**src/rtl/call_stack_ctrl.sv**
```systemverilog
// call_stack_ctrl: sequences CALL/RET/RETI/IRQ into return-stack push/pop and PC/flags reload strobes.
// Ports: clk/rst (async, active-high); decoder commands call_i/ret_i/reti_i, level irq_i;
// pc_i/flags_i/target_i current state; stk_top_* from the stack; stk_* push/pop strobes and data;
// pc_load_o/pc_next_o and flags_load_o/flags_next_o reload strobes; busy_o stall, irq_ack_o,
// in_isr_o, depth_o and sticky overflow_o/underflow_o.
module call_stack_ctrl #(
  parameter int PC_W = 9,
  parameter int FLAG_W = 4,
  parameter int DEPTH = 5,
  parameter logic [PC_W-1:0] IRQ_VECTOR = 'h100,
  localparam int DW = $clog2(DEPTH + 1)
) (
  input  logic              clk,
  input  logic              rst,
  input  logic [PC_W-1:0]   pc_i,
  input  logic [FLAG_W-1:0] flags_i,
  input  logic [PC_W-1:0]   target_i,
  input  logic              call_i,
  input  logic              ret_i,
  input  logic              reti_i,
  input  logic              irq_i,
  input  logic [PC_W-1:0]   stk_top_pc_i,
  input  logic [FLAG_W-1:0] stk_top_flags_i,
  output logic              stk_push_o,
  output logic              stk_pop_o,
  output logic [PC_W-1:0]   stk_pc_o,
  output logic [FLAG_W-1:0] stk_flags_o,
  output logic              pc_load_o,
  output logic [PC_W-1:0]   pc_next_o,
  output logic              flags_load_o,
  output logic [FLAG_W-1:0] flags_next_o,
  output logic              busy_o,
  output logic              irq_ack_o,
  output logic              in_isr_o,
  output logic [DW-1:0]     depth_o,
  output logic              overflow_o,
  output logic              underflow_o
);
  typedef enum logic [2:0] {S_IDLE, S_CPUSH, S_CJUMP, S_POP, S_IPUSH, S_IJUMP} state_t;
  state_t r_state, w_next;
  logic [PC_W-1:0] r_pc, r_tgt;
  logic [FLAG_W-1:0] r_flags;
  logic r_reti, r_in_isr, r_ovf, r_unf;
  logic [DW-1:0] r_depth;
  logic w_push, w_pop_ok;
  assign w_push = (r_state == S_CPUSH) || (r_state == S_IPUSH);
  // A pop at depth 0 is an underflow: the cycle is spent but nothing is strobed.
  assign w_pop_ok = (r_state == S_POP) && (r_depth != '0);
  always_ff @(posedge clk or posedge rst)
    if (rst) r_state <= S_IDLE;
    else r_state <= w_next;
  always_comb begin
    w_next = S_IDLE;
    stk_push_o = 1'b0;
    stk_pop_o = 1'b0;
    stk_pc_o = '0;
    stk_flags_o = '0;
    pc_load_o = 1'b0;
    pc_next_o = '0;
    flags_load_o = 1'b0;
    flags_next_o = '0;
    irq_ack_o = 1'b0;
    case (r_state)
      S_IDLE: w_next = (reti_i || ret_i) ? S_POP : call_i ? S_CPUSH :
                       (irq_i && !r_in_isr) ? S_IPUSH : S_IDLE;
      S_CPUSH, S_IPUSH: begin
        w_next = (r_state == S_CPUSH) ? S_CJUMP : S_IJUMP;
        stk_push_o = 1'b1;
        stk_pc_o = r_pc;
        stk_flags_o = r_flags;
      end
      S_CJUMP: begin
        pc_load_o = 1'b1;
        pc_next_o = r_tgt;
      end
      S_IJUMP: begin
        pc_load_o = 1'b1;
        pc_next_o = IRQ_VECTOR;
        irq_ack_o = 1'b1;
      end
      S_POP: begin
        stk_pop_o = w_pop_ok;
        pc_load_o = w_pop_ok;
        pc_next_o = w_pop_ok ? stk_top_pc_i : '0;
        flags_load_o = w_pop_ok && r_reti;
        flags_next_o = (w_pop_ok && r_reti) ? stk_top_flags_i : '0;
      end
      default: w_next = S_IDLE;
    endcase
  end
  always_ff @(posedge clk or posedge rst)
    if (rst) begin
      r_pc <= '0;
      r_tgt <= '0;
      r_flags <= '0;
      r_reti <= 1'b0;
      r_in_isr <= 1'b0;
      r_ovf <= 1'b0;
      r_unf <= 1'b0;
      r_depth <= '0;
    end else begin
      // Capture every idle cycle; only the accepted command's values are ever used.
      if (r_state == S_IDLE) begin
        r_reti <= reti_i;
        r_pc <= call_i ? pc_i + 1'b1 : pc_i;
        r_tgt <= target_i;
        r_flags <= flags_i;
      end
      if (w_push) begin
        if (r_depth == DW'(DEPTH)) r_ovf <= 1'b1;
        else r_depth <= r_depth + 1'b1;
      end
      if (r_state == S_POP) begin
        if (r_depth == '0) r_unf <= 1'b1;
        else begin
          r_depth <= r_depth - 1'b1;
          if (r_reti) r_in_isr <= 1'b0;
        end
      end
      if (r_state == S_IJUMP) r_in_isr <= 1'b1;
    end
  assign busy_o = (r_state != S_IDLE);
  assign in_isr_o = r_in_isr;
  assign depth_o = r_depth;
  assign overflow_o = r_ovf;
  assign underflow_o = r_unf;
endmodule

```
**config.mk**
```make
export PLATFORM = sky130hd
export DESIGN_NAME = call_stack_ctrl
export DESIGN_NICKNAME = d
export VERILOG_FILES = /design/src/rtl/call_stack_ctrl.sv
export SDC_FILE = /design/constraint.sdc
export NUM_CORES = 1
export LEC_CHECK = 0
export CORE_ASPECT_RATIO = 1.25
export CORE_UTILIZATION = 36
export DETAILED_ROUTE_END_ITERATION = 8
export MAX_ROUTING_LAYER = met4
export PLACE_DENSITY = 0.69
export SLEW_MARGIN = 20
export SYNTH_ARGS = -nofsm -noshare
export SYNTH_HDL_FRONTEND = slang
export SYNTH_SLANG_ARGS = --single-unit
export TNS_END_PERCENT = 10
```
**constraint.sdc**
```tcl
create_clock -name clk -period 2.3 [get_ports clk]
set_clock_uncertainty 0.15 [all_clocks]
set_input_delay 0.345 -clock clk [delete_from_list [all_inputs] [get_ports clk]]
set_output_delay 0.345 -clock clk [all_outputs]
set_load 0.005 [all_outputs]
```
==> results.yml <==
placed_design:
  gp_congestion: 0.8668
  placed_cells: 338
  dp_hpwl_mm: 3.281
  io_buffers: 78
  place_ws_ps: 41.30
finish:
  final_layout_size_suffix_gt1_frac: 0.1593
  fin_nets: 340
  layoutNonFillerInstCount: 355
  syn2layout_area_growth_pct: 67.32
  antennaDiodeCount: 0
synth:
  ys_top_cells_by_area: "dfrtp_1 45%, nand2_1 11%, and2_1 6.0%"
  avgSynthCellArea_um2: 9.019
  syn_inst: 197
  yosys.area.top_type_share: 0.4507
  synthFlopType: "dfrtp_1"
  yosysWarnings: 0
  synth-edff-count: 0
  synth-async-reset-ratio: 1.000
  ys_ff_latch: 32
  synth_fp_nets: 243
  synth_area_mm2: 0.001777
  synth_top_cell_by_area: "dfrtp_1"
  synth.distinct_cells: 40
  seq_area_frac_synth: 0.4507
sta:
  drv_slew: 0
  fmax_mhz: 425.7
  hold_viol: 0
  fin_crit_sh: 1.021
  fin_crit_ps: 2349
  rsz0062_at_grt: "yes"
  setup_viol: 1
  relSlewSlack: 0.7266
  worst_slew_pin_slew_ps: 410.0
  worst_slack_ps: -48.95
worst_hold_path:
  worstHoldPathType: "input port to async pin"
global_routing:
  grt_pass1_wl_mm: 6.893
  grt_pass1_vias: 1500
  antenna_found_initial: 0
  track_usage: 0.1794
  grt_overflow_total: 0
  grt_max_degree: 33
power_and_ir_drop:
  combinationalPowerShare: 0.553
  power_density_mw_per_mm2: 1192
  sw_frac_of_total: 0.3477
  p_total_mw: 3.544
  p_switching_mw: 1.232
  internal-power_mw: 2.312
  p_leak_nw: 1.616
  power_frac_seq: 0.281
  irDropWorstVdd_mv: 0.5686
  clockPowerShare: 0.165
status:
  status: "finished with violations"
  violations: "setup timing"
worst_setup_path:
  arrival_ps: 1850
  worstSetupPathType: "flip-flop to primary output"
  endpoint_kind: "primary output"
  cp_max_fo: 7
  cp-start-kind: "flip-flop"
  required_ps: 1800
route:
  vias_per_cell: 4.820
  routed_wl_mm: 4.564
  avgRoutedWirePerCell_um: 12.86
  drc: 0
  vias: 1711
  firstDrtPassIters: 4
  drtIter0Drc: 97
  ant_nets: 0
clock_network:
  cts-hold-fix-buffers: 0
  cts_max_path_buffers: 2
  cts_root_buf: "clkbuf_8"
  clk_pin_slew_ps: 70
  clkSinkCount: 32
  cts_tree: "done"
  h-tree-depth: 2
  cts_buffers: 5
  insertion_delay_ps: 280
floorplanning:
  initial_utilization: 0.3757
  core_mm2: 0.004730
  fp.dieArea_mm2: 0.005222
  rows: 28
  ios: 79
  die_y_um: 80.55
  die_w_um: 64.84
run:
  cap_violations: 0
==> worst paths after layout <==
path / slack, ps / startpoint / to / cells past startpoint
worst min register to register: 310 / underflow_o$_DFFE_PP0P_ / underflow_o$_DFFE_PP0P_ / 1
worst max register to register: 450 / depth_o[0]$_DFF_PP0_ / depth_o[1]$_DFF_PP0_ / 5
worst max-delay path: -50 / r_state[0]$_DFF_PP0_ / pc_next_o[8] / 6
max in group asynchronous: 1380 / rst / r_state[2]$_DFF_PP0_ / 3
worst min-delay path: 300 / rst / r_tgt[6]$_DFFE_PP0P_ / 3
min in group clk: 310 / underflow_o$_DFFE_PP0P_ / underflow_o$_DFFE_PP0P_ / 1
==> through the flow <==
step / TNS, ps / utilization / area [um^2] / hold WS (ps)
after floorplan: 0 / - / 1777 / 287.4
after global placement: 0 / 0.5664 / 2679 / 298.7
after detailed placement: 0 / 0.5664 / 2679 / 299.2
after CTS: -1535 / 0.5952 / 2815 / 312.1
after global routing: -193.7 / 0.6286 / 2973 / 335.4
final: -48.95 / 0.6286 / 2973 / 301.8
==> sequential cells by signal, summed over array words and instances (netlist names) <==
signal,count
r_reti,1
depth_o,3
overflow_o,1
underflow_o,1
r_pc,9
r_flags,4
in_isr_o,1
r_state,3
r_tgt,9
==> worst max-delay path, stage by stage (launching register included) <==
cell	delay, ps
dfrtp_2	450
and3b_2	250
nand2_2	110
clkinv_4	90
buf_6	140
a221o_1	270
dlygate4sd2_1	260
==> what timing repair did <==
item                                    CTS  global route
pin swaps                                 3             4
endpoints found under the setup margin   29            23
resized for setup                        19            34
buffers inserted                          1             8
cloned                                    0             0
==> final cells by class <==
type / instances / area, um^2
tap: 60 / 75.07
sequential: 32 / 803.3
inverter: 7 / 31.28
timing repair buffer: 101 / 1011
multi-input combinational: 147 / 925.9
clock buffer: 7 / 96.34
clock inverter: 1 / 30.03
fill: 402 / 1757
==> cells by family (layout without fill, tap and decap cells) <==
family          after synthesis  in the layout  share of synthesized area
simple gates                102            102                     0.2852
compound gates               32             32                     0.1289
flops                        32             32                     0.4507
buf+inv                      18            116                    0.05492
xor+xnor                      6              6                    0.03381
fa+ha+maj                     5              5                    0.03521
mux                           2              2                    0.01127
==> cell usage after synthesis (2+ instances only) <==
cell type / n
a21o_1: 2
a22o_1: 8
a31oi_1: 5
and2_1: 17
and3_1: 2
buf_2: 3
buf_4: 3
buf_6: 2
clkbuf_1: 3
dfrtp_1: 32
ha_1: 5
inv_1: 6
mux2i_1: 2
nand2_1: 52
nand2b_1: 2
nand3_1: 3
nand4_1: 3
nor2_1: 4
nor3_1: 5
nor4_1: 2
o21ai_0: 9
o22ai_1: 2
o31a_1: 2
or3_1: 4
xnor2_1: 2
xor2_1: 3
==> layout by cell type (no fill, tap or decap), drive strengths merged, types with 3 or more instances in the layout <==
cell           Yosys  routed
nand2             52      52
clkdlybuf4s50      0      50
dfrtp             32      32
buf                8      23
dlymetal6s2s       0      18
and2              17      17
o21ai              9       9
a22o               8       8
clkbuf             3       7
dlygate4sd2        0       6
nor3               6       6
inv                7       6
a31oi              5       5
ha                 5       5
nor2               5       5
or3                4       4
clkdlybuf4s15      0       4
nand3              3       3
nand4              3       3
xor2               3       3
xnor2              3       3
==> metal layers <==
metal | vias to the layer above | wire length (um) | global-route usage
li1 | 868 | - | -
met1 | 795 | 1923 | 0.2028
met2 | 43 | 2405 | 0.3073
met3 | 5 | 182 | 0.04403
met4 | 0 | 53 | 0.06000
met5 | - | 0 | -
==> power groups by stage <==
| stage | clock network (mW) | registers (mW) | logic [mW] |
|---|---|---|---|
| finish | 0.585 | 0.997 | 1.96 |
| global route | 0.620 | 1.03 | 2.17 |
| CTS | 0.603 | 0.991 | 1.83 |
| detailed placement | 0 | 1.00 | 1.84 |
| global placement | 0 | 0.987 | 1.81 |
| floorplan | 0 | 0.974 | 0.949 |
Note: power is estimated with default switching activity, not from simulation.
